**config.mk**
```make
export PLATFORM = sky130hd
export DESIGN_NAME = snake_game_sequencer
export DESIGN_NICKNAME = d
export VERILOG_FILES = /design/src/rtl/snake_game_sequencer.sv
export SDC_FILE = /design/constraint.sdc
export NUM_CORES = 1
export LEC_CHECK = 0
export CAP_MARGIN = 40
export CORE_UTILIZATION = 55
export DETAILED_ROUTE_END_ITERATION = 7
export PLACE_DENSITY = 0.86
export REMOVE_ABC_BUFFERS = 1
export SKIP_CTS_REPAIR_TIMING = 1
export SKIP_LAST_GASP = 1
export SYNTH_ARGS = -nofsm -noshare
export SYNTH_HDL_FRONTEND = slang
export SYNTH_SLANG_ARGS = --single-unit
export TNS_END_PERCENT = 20
```
**constraint.sdc**
```tcl
create_clock -name clk -period 4.8 [get_ports clk]
set_input_delay 0.48 -clock clk [delete_from_list [all_inputs] [get_ports clk]]
set_output_delay 0.48 -clock clk [all_outputs]
set_load 0.02 [all_outputs]
```
**src/rtl/snake_game_sequencer.sv**
```systemverilog
// rtl/snake_game_sequencer.sv - snake game-flow sequencer (optional feature macro: SPEEDUP_EN)
module snake_game_sequencer #(
    parameter logic [24:0] TICK_BASE = 25'd30_000_000,
    parameter logic [24:0] TICK_MIN  = 25'd10_000_000,
    parameter logic [24:0] TICK_STEP = 25'd1_000_000,
    parameter logic [6:0]  MAX_SCORE = 7'd99
) (
    input  logic       clk,
    input  logic       reset,
    input  logic       start,
    input  logic       pause,
    input  logic       up,
    input  logic       down,
    input  logic       left,
    input  logic       right,
    input  logic       eat,
    input  logic       collide,
    input  logic       food_ack,
    output logic [1:0] state,
    output logic [1:0] dir,
    output logic       move_tick,
    output logic       grow,
    output logic       restart,
    output logic       food_req,
    output logic       game_over,
    output logic [6:0] score
);

    typedef enum logic [1:0] {
        IDLE  = 2'd0,
        PLAY  = 2'd1,
        PAUSE = 2'd2,
        OVER  = 2'd3
    } state_t;

    state_t      state_q;
    state_t      state_n;
    logic        start_d;
    logic        pause_d;
    logic        start_edge;
    logic        pause_edge;
    logic [24:0] counter;
    logic [24:0] period;
    logic        period_end;
    logic        eat_pending;
    logic [1:0]  pending_dir;
    logic        do_restart;
    logic        count_en;
    logic        tick_fire;
    logic        btn_valid;
    logic [1:0]  btn_dir;
    logic        dir_update;

    // Move period after a score change; 32-bit math so the subtraction clamps at TICK_MIN.
    function automatic logic [24:0] speed_period(input logic [6:0] s);
        logic [31:0] reduction;
        reduction = 32'(s) * 32'(TICK_STEP);
        if (reduction + 32'(TICK_MIN) >= 32'(TICK_BASE))
            return TICK_MIN;
        else
            return 25'(32'(TICK_BASE) - reduction);
    endfunction

    assign start_edge = start & ~start_d;
    assign pause_edge = pause & ~pause_d;
    assign period_end = (counter == period - 25'd1);
    assign state      = state_q;

    // Next-state and per-cycle control strobes; collide pre-empts a pending tick.
    always_comb begin
        state_n    = state_q;
        do_restart = 1'b0;
        count_en   = 1'b0;
        tick_fire  = 1'b0;
        case (state_q)
            IDLE: begin
                if (start_edge) begin
                    state_n    = PLAY;
                    do_restart = 1'b1;
                end
            end
            PLAY: begin
                if (collide) begin
                    state_n = OVER;
                end else begin
                    count_en  = 1'b1;
                    tick_fire = period_end;
                    if (pause_edge)
                        state_n = PAUSE;
                end
            end
            PAUSE: begin
                if (pause_edge)
                    state_n = PLAY;
            end
            OVER: begin
                if (start_edge) begin
                    state_n    = PLAY;
                    do_restart = 1'b1;
                end
            end
            default: state_n = IDLE;
        endcase
    end

    // Button priority up>down>left>right; reversing the committed direction is ignored.
    always_comb begin
        btn_valid = 1'b1;
        btn_dir   = 2'd0;
        if (up)
            btn_dir = 2'd1;
        else if (down)
            btn_dir = 2'd2;
        else if (left)
            btn_dir = 2'd3;
        else if (right)
            btn_dir = 2'd0;
        else
            btn_valid = 1'b0;
        dir_update = (state_q == PLAY) && btn_valid && (btn_dir != ~dir);
    end

    // Game state register.
    always_ff @(posedge clk) begin
        if (reset)
            state_q <= IDLE;
        else
            state_q <= state_n;
    end

    // Counter, direction, score, pulses and the food respawn handshake.
    always_ff @(posedge clk) begin
        if (reset) begin
            start_d     <= 1'b0;
            pause_d     <= 1'b0;
            counter     <= 25'd0;
            period      <= TICK_BASE;
            score       <= 7'd0;
            dir         <= 2'd0;
            pending_dir <= 2'd0;
            eat_pending <= 1'b0;
            move_tick   <= 1'b0;
            grow        <= 1'b0;
            restart     <= 1'b0;
            food_req    <= 1'b0;
            game_over   <= 1'b0;
        end else begin
            start_d   <= start;
            pause_d   <= pause;
            move_tick <= tick_fire;
            grow      <= tick_fire & eat_pending;
            restart   <= do_restart;
            game_over <= (state_n == OVER);

            // A fresh grow re-arms the request even if an old one is being acked.
            if (grow)
                food_req <= 1'b1;
            else if (food_req && food_ack)
                food_req <= 1'b0;

            if (do_restart) begin
                counter     <= 25'd0;
                period      <= TICK_BASE;
                score       <= 7'd0;
                dir         <= 2'd0;
                pending_dir <= 2'd0;
                eat_pending <= 1'b0;
            end else begin
                if (count_en)
                    counter <= tick_fire ? 25'd0 : counter + 25'd1;

                if (tick_fire)
                    dir <= pending_dir;

                if (tick_fire && eat_pending) begin
                    eat_pending <= 1'b0;
                    if (score != MAX_SCORE) begin
                        score <= score + 7'd1;
`ifdef SPEEDUP_EN
                        period <= speed_period(score + 7'd1);
`else
                        period <= TICK_BASE;
`endif
                    end
                end else if (eat && !food_req) begin
                    eat_pending <= 1'b1;
                end

                if (dir_update)
                    pending_dir <= btn_dir;
            end
        end
    end

endmodule

```
# After elaboration in Yosys (flattened, before gate mapping)
# Cells that the tools add are included.
# totals
regBits	46
word_cells	61
# op_classes
bitwise	6
n_reduce_logical	12
mux	21
addsub	2
eq_ne	7
# op_table
cell	n
$add 25x1->25 const B	1
$eq 25x25->1 const B	1
$mux 25	1
$mux 2	7
$mux 1	12
$add 7x1->7 const B	1
$ne 7x7->1 const B	1
$eq 2x2->1 const B	3
$pmux 2 s3	1
$logic_and 1x1->1	5
$reduce_or 2->1	2
$and 1x1->1	3
$reduce_or 3->1	1
$eq 2x1->1 const B	1
$logic_not 2->1	1
$ne 2x2->1	1
$not 1->1	2
$not 2->2	1
$reduce_and 2->1	1
$reduce_bool 2->1	1
$logic_not 1->1	1

# Depth between registers and ports, before layout
# depth
depth_word	6
ltp_mapped	9
depth_no_buf	6

# Worst setup path before layout
# No wires, ideal clock.
# synth_timing
kind	flip-flop to flip-flop
startpoint	register state_q[0] (netlist: state[0])
endpoint	register score[0]
n_path_buf	2
path_stages_with_launch	8
path_slack_ns	2.626
t_arrival_ns	2.104
t_required_ns	4.730
cell_sequence	dfxtp_1 ha_1 buf_2 and3b_1 clkbuf_1 nand4_1 or4_1 a21oi_1
# synth_via
elab_chain_cells	4
elab_cells_between_ends	9
# synth_lines
element	line	rtl
start, declared	36	state_t state_q;
start signal, assigned	128	state_q <= state_n;
$eq 2x2->1 (tied with other cells)	75	case (state_q)
$reduce_or 2->1 (no source line) or $mux 1 (tied branches)	n/a	
$mux 1 or $logic_and 1x1->1 (tied branches)	n/a	
$reduce_or 2->1 (no source line) or $reduce_and 2->1 (tied branches)	n/a	
end signal, assigned	178	score <= score + 7'd1;
end, declared	26	output logic [6:0] score
# Parallel ways exist; a longest one is shown, timed or not.
# A chain may end at the register's enable or synchronous reset.

# Worst setup path in the final report
# Same ends and word-level chain as after synthesis.

==> impl_metrics.py <==
metrics = {
    "global_routing": {
        "grt_busiest_layer": "met2",
        "grt_pass1_vias": 1859,
        "grt_max_degree": 23,
        "grtUsageMet2_pct": 36.99,
        "grtUsageTotal_pct": 23.88,
        "grt-ovfl-total": 0,
        "grt_use_met1_pct": 30.99,
        "use_met3_pct": 7.021,
        "antenna_found_initial": 0,
        "grt_pass1_wl_mm": 8.079,
    },
    "finish": {
        "antennaDiodeCount": 0,
        "final_net_count": 309,
        "layout_commonest_cell": "dfxtp_1",
        "seqCellArea_um2": 920.9,
        "final_layout_size_suffix_gt1_share_pct": 5.442,
        "multiInputGateArea_um2": 1295,
        "fillers": 339,
        "final_core_util_pct": 66.47,
        "area_growth_pct": 15.61,
        "final_cell_mix": "dfxtp_1 (46), clkdlybuf4s50_1 (26), nor2_1 (22), a21oi_1 (18), nand2_1 (18)",
    },
    "die": {
        "die_w_um": 66.66,
        "initial_core_util_pct": 57.49,
        "die_area_um2": 4444,
        "io_pins": 27,
        "die_h_um": 66.66,
        "rows": 23,
        "coreArea_um2": 4000,
    },
    "detailed_routing": {
        "totalWireLength_mm": 4.964,
        "drc": 0,
        "antenna_left": 0,
        "num_vias": 2099,
        "routed_via_density": 6.102,
        "first_iter_violations": 124,
        "dr.pass1.iters": 4,
        "wire_per_inst_um": 14.43,
    },
    "power_and_ir_drop": {
        "pwr-share-clk_pct": 28.2,
        "seqPwrFrac_pct": 51.7,
        "p_comb_share_pct": 20.1,
        "sw_frac_of_total_pct": 29.43,
        "p_leak_nw": 0.8368,
        "power.density_nw_per_um2": 299.5,
        "power.switching_mw": 0.2344,
        "finalPower_mw": 0.7963,
        "ir_drop_uv": 362.8,
        "internal-power_mw": 0.5619,
    },
    "placed_design": {
        "hpwlAfterDp_mm": 3.538,
        "gp_congestion": 0.8388,
        "port_buffers": 26,
    },
    "logic_synthesis": {
        "synth_area_um2": 2300,
        "ys_types": 46,
        "syn_area_per_cell_um2": 8.455,
        "postSynthCellCount": 272,
        "ys_seq_area_share_pct": 40.04,
        "synth_edf_count": 0,
        "synthArstFlopShare_pct": 0,
        "synth_ff_type": "dfxtp_1",
        "ys_ff_latch": 46,
        "ys_warn_count": 0,
    },
    "clock_tree": {
        "cts_buffers": 5,
        "clk_latency_ps": 300,
        "clk_pin_slew_worst_paths_ps": 90,
        "clock_sinks": 46,
        "cts_max_level": 2,
        "cts_tree": "built",
        "cts_root_buf": "clkbuf_8",
        "clockBufferDepth": 2,
    },
    "timing": {
        "relSlewSlack_pct": 59.43,
        "finalSetupViolations": 0,
        "worst_pin_slew_ps": 603.0,
        "min_period_ps": 2585,
        "fmax_mhz": 386.8,
        "fin_crit_sh_pct": 53.86,
        "hold_viol_final": 0,
        "finClkSkew_ps": 8.251,
        "drv_slew": 0,
        "rsz0062_at_grt": "false",
        "setup_tns_ps": 0,
    },
    "critical_path": {
        "cp_max_fo": 16,
        "crit_arrival_ps": 2830,
        "worstPathRequired_ps": 5040,
        "worstSetupStartpointType": "flop",
        "worst-setup-path-type": "reg -> reg",
        "end_kind": "flop",
    },
    "status": {
        "status": "finished, final reports clean",
    },
    "min_path": {
        "holdCritPathClass": "reg -> reg",
    },
    "job": {
        "maxCapViolations": 0,
    },
}
cells by family (layout without fill, tap and decap cells):
group | Yosys count | after routing | synth area share (%)
DFF | 46 | 46 | 40.04
and+or+nand+nor | 133 | 133 | 33.90
adders and majority gates | 4 | 4 | 2.176
AOI/OAI and AO/OA | 50 | 50 | 13.06
muxes | 6 | 6 | 2.612
xor gates and xnor gates | 12 | 12 | 4.570
buffers and inverters | 21 | 43 | 3.645
layer usage:
metal / up-vias / wire, um
met1: 994 / 2361
met4: 0 / 55
met2: 51 / 2310
li1: 1048 / -
met5: - / 0
met3: 6 / 237
per-stage QoR:
stage                     hold WS, ps  instances  setup WS [ps]  cell area, um2
after floorplan                 447.1        260           2103            2250
after global placement          450.4        337           2088            2580
after detailed placement        470.2        337           2032            2580
after CTS                       484.7        344           2234            2659
after global routing            518.7        344           1995            2659
final                           487.4        344           2215            2659
path summary, 6_finish.rpt:
kind | from | endpoint | slack (ps) | depth (start not counted)
max | state[0] | score[0] | 2210 | 5
min | counter[24] | counter[24] | 490 | 2
max reg2reg | state[0] | score[0] | 2210 | 5
min reg2reg | counter[24] | counter[24] | 490 | 2
layout make-up:
class                      count  share of cell area [%]
clock buffer                   5                   2.588
clock inverter                 2                  0.3765
inverter                       9                   1.271
multi-input combinational    205                   48.71
sequential                    46                   34.64
tap                           50                   2.353
timing repair buffer          27                   10.07
Yosys cell counts, types with 4 or more instances:
| library cell | instances | area share (%) |
|---|---|---|
| dfxtp_1 | 46 | 40 |
| nor2_1 | 22 | 3.6 |
| a21oi_1 | 18 | 3.9 |
| nand2_1 | 18 | 2.9 |
| nand4_1 | 12 | 3.3 |
| o21ai_0 | 12 | 2.6 |
| nand3_1 | 11 | 2.4 |
| or4_1 | 11 | 3.6 |
| nor3_1 | 10 | 2.2 |
| or3_1 | 10 | 2.7 |
| inv_1 | 9 | 1.5 |
| o31ai_1 | 8 | 2.6 |
| nor2b_1 | 7 | 1.9 |
| clkbuf_1 | 6 | 0.98 |
| mux2i_1 | 6 | 2.6 |
| xnor2_1 | 6 | 2.3 |
| xor2_1 | 6 | 2.3 |
| and4_1 | 4 | 1.5 |
| buf_2 | 4 | 0.87 |
| ha_1 | 4 | 2.2 |
state kept, by name (all words and copies together) (netlist names), 2 cells and up:
| signal | cells |
|---|---|
| score | 7 |
| counter | 25 |
| state | 2 |
| pending_dir | 2 |
| dir | 2 |
worst max-delay path, stage by stage (launching register included):
cell and delay, ps:
dfxtp_1 420, ha_1 380, and3b_1 380, nand4_1 530, or4_1 660, a21oi_1 140
power by group through the flow:
stage,registers (mW),clock network (mW),logic (mW)
global route,0.415,0.245,0.175
global placement,0.420,0,0.156
floorplan,0.428,0,0.0919
CTS,0.412,0.229,0.159
detailed placement,0.421,0,0.158
finish,0.412,0.224,0.160
Note: power is estimated with default switching activity, not from simulation.
